**config.mk**
```make
export PLATFORM = sky130hd
export DESIGN_NAME = aes_key_expand
export DESIGN_NICKNAME = d
export VERILOG_FILES = /design/src/rtl/aes_pkg.sv /design/src/rtl/aes_sbox_fwd_word.sv /design/src/rtl/aes_key_expand.sv
export SDC_FILE = /design/constraint.sdc
export NUM_CORES = 2
export LEC_CHECK = 0
export ABC_AREA = 0
export ABC_CLOCK_PERIOD_IN_PS = 5030
export CORE_MARGIN = 8
export CORE_UTILIZATION = 45
export CTS_CLUSTER_DIAMETER = 150
export DETAILED_ROUTE_END_ITERATION = 8
export GPL_TIMING_DRIVEN = 1
export PLACE_DENSITY = 0.72
export SLEW_MARGIN = 20
export SYNTH_ARGS = -nofsm -noshare
export SYNTH_HDL_FRONTEND = slang
export SYNTH_SLANG_ARGS = --single-unit
```
**constraint.sdc**
```tcl
create_clock -name clk -period 5.03 [get_ports clk]
set_input_delay 1.509 -clock clk [delete_from_list [all_inputs] [get_ports clk]]
set_output_delay 1.509 -clock clk [all_outputs]
set_load 0.01 [all_outputs]
```
**src/rtl/aes_pkg.sv**
```systemverilog
// Shared AES types, round constants and forward S-box table.
// Used by the key-expansion engine and its SubWord block.
package aes_pkg;

  typedef logic [31:0]  word_t;
  typedef logic [127:0] block_t;
  typedef logic [3:0]   rk_idx_t;

  typedef enum logic [1:0] {
    IDLE,
    EXPAND,
    DONE
  } kx_state_e;

  localparam int      NUM_RK  = 11;
  localparam rk_idx_t LAST_RK = 4'(NUM_RK - 1);

  // Padded to 16 entries so any 4-bit round index is legal.
  localparam logic [0:15][7:0] RCON = {
    8'h00, 8'h01, 8'h02, 8'h04,
    8'h08, 8'h10, 8'h20, 8'h40,
    8'h80, 8'h1b, 8'h36, 8'h00,
    8'h00, 8'h00, 8'h00, 8'h00
  };

  localparam logic [0:255][7:0] SBOX_TBL = {
    128'h637c777bf26b6fc53001672bfed7ab76,
    128'hca82c97dfa5947f0add4a2af9ca472c0,
    128'hb7fd9326363ff7cc34a5e5f171d83115,
    128'h04c723c31896059a071280e2eb27b275,
    128'h09832c1a1b6e5aa0523bd6b329e32f84,
    128'h53d100ed20fcb15b6acbbe394a4c58cf,
    128'hd0efaafb434d338545f9027f503c9fa8,
    128'h51a3408f929d38f5bcb6da2110fff3d2,
    128'hcd0c13ec5f974417c4a77e3d645d1973,
    128'h60814fdc222a908846eeb814de5e0bdb,
    128'he0323a0a4906245cc2d3ac629195e479,
    128'he7c8376d8dd54ea96c56f4ea657aae08,
    128'hba78252e1ca6b4c6e8dd741f4bbd8b8a,
    128'h703eb5664803f60e613557b986c11d9e,
    128'he1f8981169d98e949b1e87e9ce5528df,
    128'h8ca1890dbfe6426841992d0fb054bb16
  };

  function automatic logic [7:0] sbox(input logic [7:0] b);
    return SBOX_TBL[b];
  endfunction

  function automatic logic [7:0] rcon(input rk_idx_t r);
    return RCON[r];
  endfunction

endpackage

```
**src/rtl/aes_sbox_fwd_word.sv**
```systemverilog
// Combinational forward SubWord: four parallel byte lookups.
// Counterpart of the inverse word-substitution block.
module aes_sbox_fwd_word
  import aes_pkg::*;
(
  input  logic [31:0] w_i,
  output logic [31:0] w_o
);

  assign w_o = {
    sbox(w_i[31:24]),
    sbox(w_i[23:16]),
    sbox(w_i[15:8]),
    sbox(w_i[7:0])
  };

endmodule

```
**src/rtl/aes_key_expand.sv**
```systemverilog
// Iterative AES-128 key schedule with an 11-entry round-key store.
// KEXP_SBOX_REG_EN: register SubWord output, two cycles per round.
module aes_key_expand
  import aes_pkg::*;
(
  input  logic         clk,
  input  logic         rst_n,
  input  logic         key_valid,
  output logic         key_ready,
  input  logic [127:0] key_in,
  output logic         busy,
  output logic         done,
  output logic         rk_valid,
  input  logic [3:0]   rk_rd_idx,
  output logic [127:0] rk_rd_data
);

  kx_state_e state_q;
  rk_idx_t   round_q;
  block_t    w_q;
  block_t    rk_q [NUM_RK];
  block_t    rd_q;
  logic      done_q;
  logic      valid_q;

  word_t  rot_w;
  word_t  sub_w;
  word_t  temp_d;
  word_t  w0_d, w1_d, w2_d, w3_d;
  block_t blk_d;
  logic   step_d;

`ifdef KEXP_SBOX_REG_EN
  word_t sub_q;
  logic  phase_q;
`endif

  assign rot_w = {w_q[23:0], w_q[31:24]};

  aes_sbox_fwd_word u_sub (
    .w_i (rot_w),
    .w_o (sub_w)
  );

  always_comb begin
`ifdef KEXP_SBOX_REG_EN
    temp_d = sub_q ^ {rcon(round_q), 24'h0};
    step_d = phase_q;
`else
    temp_d = sub_w ^ {rcon(round_q), 24'h0};
    step_d = 1'b1;
`endif
    w0_d  = w_q[127:96] ^ temp_d;
    w1_d  = w_q[95:64]  ^ w0_d;
    w2_d  = w_q[63:32]  ^ w1_d;
    w3_d  = w_q[31:0]   ^ w2_d;
    blk_d = {w0_d, w1_d, w2_d, w3_d};
  end

  always_ff @(posedge clk or negedge rst_n) begin
    if (!rst_n) begin
      state_q <= IDLE;
      round_q <= '0;
      w_q     <= '0;
      rd_q    <= '0;
      done_q  <= 1'b0;
      valid_q <= 1'b0;
      for (int i = 0; i < NUM_RK; i++) begin
        rk_q[i] <= '0;
      end
`ifdef KEXP_SBOX_REG_EN
      sub_q   <= '0;
      phase_q <= 1'b0;
`endif
    end else begin
      done_q <= 1'b0;
      // Store is read before this edge's write lands: no bypass.
      rd_q <= (rk_rd_idx <= LAST_RK) ? rk_q[rk_rd_idx] : '0;
      unique case (state_q)
        IDLE, DONE: begin
          if (key_valid) begin
            rk_q[0] <= key_in;
            w_q     <= key_in;
            round_q <= 4'd1;
            valid_q <= 1'b0;
            state_q <= EXPAND;
`ifdef KEXP_SBOX_REG_EN
            phase_q <= 1'b0;
`endif
          end
        end
        EXPAND: begin
`ifdef KEXP_SBOX_REG_EN
          sub_q   <= sub_w;
          phase_q <= ~phase_q;
`endif
          if (step_d) begin
            rk_q[round_q] <= blk_d;
            w_q           <= blk_d;
            if (round_q == LAST_RK) begin
              state_q <= DONE;
              done_q  <= 1'b1;
              valid_q <= 1'b1;
            end else begin
              round_q <= round_q + 4'd1;
            end
          end
        end
        default: state_q <= IDLE;
      endcase
    end
  end

  assign key_ready  = (state_q != EXPAND);
  assign busy       = (state_q == EXPAND);
  assign done       = done_q;
  assign rk_valid   = valid_q;
  assign rk_rd_data = rd_q;

endmodule

```
# Word level (Yosys, flattened, before mapping)
# Memory sizes are Yosys's and may differ from the RTL's.
# Index checks and enable logic that the tools add are counted.
# totals
romBits,8320
n_memories,5
wordCells,88
register_bits,1672
# memory_table
memory,words,width,rd,rd_ports_with_merged_regs,write_ports,line_no,rtl
(name not given),256,8,1,0,0,aes_pkg.sv:46,return SBOX_TBL[b];
(name not given),256,8,1,0,0,aes_pkg.sv:46,
(name not given),256,8,1,0,0,aes_pkg.sv:46,
(name not given),256,8,1,0,0,aes_pkg.sv:46,
(name not given),16,8,1,0,0,aes_pkg.sv:50,return RCON[r];
# op_classes
n_reduce_logical,8
n_addsub,1
n_eq_ne,7
bitwise,11
order_cmp,8
n_mux,31
# op_table
operator,count
bitwise mux 1408 bit,1
two-way mux 128 bit,5
binary-select mux 128 bit (select 4 bit),1
demux 128 bit (select 4 bit),1
case mux 128 bit (2 select lines),2
bitwise XOR 32 bit,5
two-way mux 8 bit,10
greater-or-equal comparator 9 bit (second input constant),4
NOT 8 -> 9 bit,4
greater-or-equal comparator 5 bit (second input constant),2
NOT 4 -> 5 bit,2
two-way mux 4 bit,2
case mux 4 bit (2 select lines),1
AND reduction 3 bit,2
less-than comparator 5 x 1 -> 1 bit (second input constant),1
adder 4 x 1 -> 4 bit (second input constant),1
equality test 4 bit (second input constant),1
less-or-equal comparator 4 bit (second input constant),1
two-way mux 1 bit,4
two-way mux 2 bit,2
!= test 2 x 1 -> 1 bit (second input constant),2
!= test 2 bit (second input constant),2
case mux 2 bit (2 select lines),1
AND reduction 2 bit,2
7 further kinds,7

# Logic depth before layout (Yosys ltp)
# depth
ltp_word,11
depth_mapped,16
mapped_depth_nobuf,11

# Cells and area by module
# A second synthesis with hierarchy kept.
# hier_totals
cells_unflattened,9357
area_unflattened_um2,86107.6
# modules_own_cells
module,area_each_um2,seq_area_each_um2,n_inst,cells_per_inst
aes_key_expand,73008.8,41840.1,1,7192
aes_sbox_fwd_word,13098.8,0.0,1,2165

# Worst setup path before layout
# No wires, ideal clock.
# synth_timing
path_type,flip-flop to flip-flop
startpoint,reg w_q[9]
endpoint,reg w_q[20]
setup_slack_ns,0.926
arrival_ns,4.031
path_buffers,4
required_time_ns,4.957
stages_incl_launch_ff,14
synth_period_minus_slack_ns,4.104
setup_ns,0.073
path_cell_list,dfrtp_1 -> buf_2 -> clkbuf_1 -> inv_1 -> ha_1 -> clkbuf_1 -> nor2b_1 -> mux4_2 -> mux4_2 -> a221o_1 -> a311oi_4 -> xnor3_1 -> buf_6 -> a21oi_2
# synth_between
elab_chain_len,10
# synth_lines
element,line_no,rtl
start: declaration,aes_key_expand.sv:20,block_t w_q;
start signal: assignment,aes_key_expand.sv:83,w_q <= key_in;
start signal: assignment,aes_key_expand.sv:99,w_q <= blk_d;
NOT 8 -> 9 bit (implied by the code),aes_pkg.sv:46,
memory read (256 x 8 bit),--,
two-way mux 8 bit (implied by the code) (2 in a row),aes_pkg.sv:46,
bitwise XOR 32 bit,aes_key_expand.sv:50,"temp_d = sub_w ^ {rcon(round_q), 24'h0};"
bitwise XOR 32 bit,aes_key_expand.sv:53,w0_d = w_q[127:96] ^ temp_d;
bitwise XOR 32 bit,aes_key_expand.sv:54,w1_d = w_q[95:64] ^ w0_d;
bitwise XOR 32 bit,aes_key_expand.sv:55,w2_d = w_q[63:32] ^ w1_d;
bitwise XOR 32 bit,aes_key_expand.sv:56,w3_d = w_q[31:0] ^ w2_d;
case mux 128 bit (2 select lines),aes_key_expand.sv:79,unique case (state_q)
# Every way passes these cells. The select of a mux whose other input is x is not followed.
# A chain may end at the register's enable or synchronous reset.

# Worst setup path after layout
# layout_timing
startpoint,reg w_q[0]
endpoint,reg rk_q[136] (netlist name)
# layout_between
elab_chain_len,10
# layout_lines
element,line_no,rtl
NOT 8 -> 9 bit (implied by the code),aes_pkg.sv:46,
memory read (256 x 8 bit),--,
two-way mux 8 bit (implied by the code) (2 in a row),aes_pkg.sv:46,
bitwise XOR 32 bit,aes_key_expand.sv:50,
bitwise XOR 32 bit,aes_key_expand.sv:53,
bitwise XOR 32 bit,aes_key_expand.sv:54,
bitwise XOR 32 bit,aes_key_expand.sv:55,
bitwise XOR 32 bit,aes_key_expand.sv:56,
bitwise mux 1408 bit,aes_key_expand.sv:98,rk_q[round_q] <= blk_d;
end signal: indexed assignment,aes_key_expand.sv:98,
end: declaration,aes_key_expand.sv:21,block_t rk_q [NUM_RK];
# Every way passes these cells. The select of a mux whose other input is x is not followed.

==> results.sh <==
export IMPL_totalNegativeSetupSlack_ns=0
export IMPL_avgRoutedWirePerCell_um=29.7
export IMPL_timing_reg2reg_worst_path_depth=13
export IMPL_grt_antenna_before_repair=26
export IMPL_effective_utilization_at_floorplan_pct=45.3
export IMPL_fin_worst_skew_ns=0.0785
export IMPL_detail_route_iter0_violations=10400
export IMPL_outcome="completed"
export IMPL_finish_net_count=9208
export IMPL_flow_area_growth_from_synthesis_pct=14.8
export IMPL_placed_cells_incl_taps=11400
export IMPL_num_rows=161
export IMPL_dieWidth_um=457
export IMPL_clkTransAtPathRegs_ns=0.06
export IMPL_synth_cells=9041
export IMPL_cts_inserted_buffers=176
export IMPL_yosysSeqAreaShare_pct=47.9
export IMPL_cp_arrival_ns=5.40
export IMPL_cap_violations=0
export IMPL_synthMuxAreaShare_pct=12.1
export IMPL_yosysTopAreaCell="dfrtp_1"
export IMPL_syn_cell_area_mm2=0.0874
export IMPL_most_instantiated_library_cell_after_synthesis="dfrtp_1"
export IMPL_primary_flip_flop_cell_chosen_by_synthesis_mapping="dfrtp_1"
export IMPL_final_count_of_pins_violating_max_slew=0
export IMPL_finalWorstPathRequiredPeriod_ns=4.76
export IMPL_netlist_top_cells_area="dfrtp_1, o21ai_0, mux4_2, nand2_1, mux2i_1"
export IMPL_max_clock_path_buffers=3
export IMPL_synth_seq_cells=1672
export IMPL_grt_start_max_net_pins=198
export IMPL_slew_limit_headroom_pct=16.8
export IMPL_routed_wl_um=348000
export IMPL_cts_resized=0
export IMPL_max_freq_mhz=210
export IMPL_worstMarginPinSlew_ns=1.24
export IMPL_post_route_period_util_pct=94.7
export IMPL_post_route_drc_count=0
export IMPL_worst_ep_required_time_ns=5.67
export IMPL_place_port_buffers=266
export IMPL_post_synth_most_frequent_cells="dfrtp_1, nand2_1, o21ai_0, clkbuf_1, a21oi_1"
export IMPL_cts_htree_levels=4
export IMPL_floorplan_die_area_mm2=0.208
export IMPL_grt_overflow=0
export IMPL_finalHoldViolCount=0
export IMPL_rsz_0062_raised_after_global_routing="false"
export IMPL_register_area_mm2=0.0419
export IMPL_asyncSetResetFlopFracSynth_pct=100
export IMPL_synth_top_area_share_pct=47.9
export IMPL_post_synth_and_or_nand_nor_area_fraction_pct=12.6
export IMPL_finish_cell_count_without_fillers=11700
export IMPL_cts_tree="done"
export IMPL_worst_setup_path_type="register to register"
export IMPL_multi_input_gate_area_in_the_final_layout_mm2=0.0417
export IMPL_hpwlAfterDp_um=235000
export IMPL_via_count=75700
export IMPL_critPathCaptureType="register"
export IMPL_layout_filler_cells=16800
export IMPL_synth_area_per_cell_um2=9.66
export IMPL_synthDistinctLibCells=101
export IMPL_clk_latency_ns=0.87
export IMPL_setup_worst_path_start_class="register"
export IMPL_compound_gate_fraction_of_synth_area_pct=19.6
export IMPL_design_portCount=267
export IMPL_gp_congestion=1.01
export IMPL_via_count_of_the_first_global_routing_pass=73700
export IMPL_global_route_usage_sum_pct=32.4
export IMPL_via_per_inst=6.47
export IMPL_grt_pass1_wl_um=512000
export IMPL_core_area_mm2=0.193
export IMPL_final_setup_viol_count=0
export IMPL_synth_top_family_by_area="compound AO/OA/AOI/OAI gates"
export IMPL_critical_path_max_fanout=14
export IMPL_drive_above_1_share_pct=13.4
export IMPL_min_path_type="register to register"
export IMPL_post_synth_xor_area_fraction_pct=2.35
export IMPL_yosys_area_share_adder_pct=0.874
export IMPL_synth_edf_count=0
export IMPL_cts_num_sinks=1672
export IMPL_clock_root_buffer="clkbuf_16"
export IMPL_dieHeight_um=457
export IMPL_detail_route_antenna_nets=0
export IMPL_number_of_warnings_printed_during_yosys_synthesis=0
export IMPL_detail_route_first_pass_iterations=6
export IMPL_buffers_inserted_by_post_cts_timing_repair=0
export IMPL_hold_path_depth=2
export IMPL_syn_num_nets=9237
export IMPL_postCtsHoldBufs=0
-- final cells by class --
class / instances / share of cell area (%)
Clock inverter: 60 / 0.892
Inverter: 70 / 0.270
Multi-Input combinational cell: 6360 / 41.6
Timing Repair Buffer: 732 / 7.09
Antenna cell: 14 / 0.0349
Tap cell: 2526 / 3.15
Clock buffer: 267 / 5.18
Sequential cell: 1672 / 41.8
-- worst max-delay path, cell delays in order, from the launching register on --
cell      delay, ns
dfrtp_1        0.39
inv_1          0.28
ha_1           0.72
nand2_1        0.39
a311oi_1       0.51
a311oi_1       0.15
a311oi_1       0.38
a211oi_2       0.19
buf_4          0.20
xnor2_2        0.51
buf_4          0.25
xnor2_1        0.12
buf_4          0.29
o21ai_0        0.14
-- cell usage in the layout, fill, tap and decap left out, types with 23 or more instances in the layout --
cell type / n
o311ai_0: 42
or2_2: 25
clkinv_2: 26
o22ai_1: 197
a31oi_1: 51
inv_1: 57
xor2_1: 51
clkdlybuf4s50_1: 261
and2_1: 41
buf_12: 73
mux2_2: 58
a21oi_1: 442
xnor2_1: 111
clkbuf_16: 177
mux4_2: 302
mux2i_1: 307
ha_1: 61
nor2b_1: 108
a211oi_1: 65
or3_1: 23
o21a_1: 46
o31ai_1: 30
nor2_1: 372
a22oi_1: 24
buf_4: 393
a311oi_1: 28
nand2b_1: 113
and3_1: 29
o21ai_0: 1528
nor3_1: 87
clkbuf_1: 48
a221o_1: 25
o221ai_1: 24
clkbuf_8: 42
nand3_1: 85
a21o_1: 48
dfrtp_1: 1658
nand2_1: 1547
o211ai_1: 57
-- state kept, by name, summed over array words and instances, names as in the netlist --
name and count:
rk_q 1408, rk_rd_data 128, w_q 128, round_q 4
state_q 2, done 1, rk_valid 1
-- metrics by stage --
| stage | utilization [%] | instance area (um^2) | hold slack, ns | worst slack (ns) |
|---|---|---|---|---|
| floorplan | - | 87400 | 0.441 | 0.926 |
| global placement | 48.8 | 94100 | 0.452 | 0.322 |
| detailed placement | 48.8 | 94100 | 0.461 | 0.264 |
| CTS | 52.0 | 100000 | 0.476 | 0.229 |
| global route | 52.0 | 100000 | 0.484 | 0.248 |
| finish | 52.0 | 100000 | 0.475 | 0.266 |
-- kinds of logic after synthesis --
| group | count (synthesis) |
|---|---|
| flops | 1672 |
| xor+xnor | 194 |
| buf+inv | 1009 |
| compound gates | 2890 |
| simple gates | 2548 |
| mux | 667 |
| fa+ha+maj | 61 |
-- worst paths after layout --
kind	startpoint	to	slack [ns]
max	w_q[0]	rk_q[136]	0.27
min reg2reg	rk_q[294]	rk_q[294]	0.47
max in group asynchronous	rst_n	rk_q[779]	2.87
min	rk_q[294]	rk_q[294]	0.47
max reg2reg	w_q[0]	rk_q[136]	0.27
min in group asynchronous	rst_n	rk_q[1245]	0.67
-- layer usage --
| metal | up-vias | global-route usage [%] | part of all wire, % |
|---|---|---|---|
| met5 | - | 0 | 0.0069 |
| met4 | 4 | 20.7 | 7.7 |
| met3 | 1009 | 6.68 | 9.7 |
| met2 | 4633 | 48.2 | 44 |
| met1 | 37900 | 43.1 | 39 |
| li1 | 32200 | - | - |
Power is left out: the tool's default activity adds up to more than one toggle a clock period on the data nets, which glitch-free logic cannot reach.
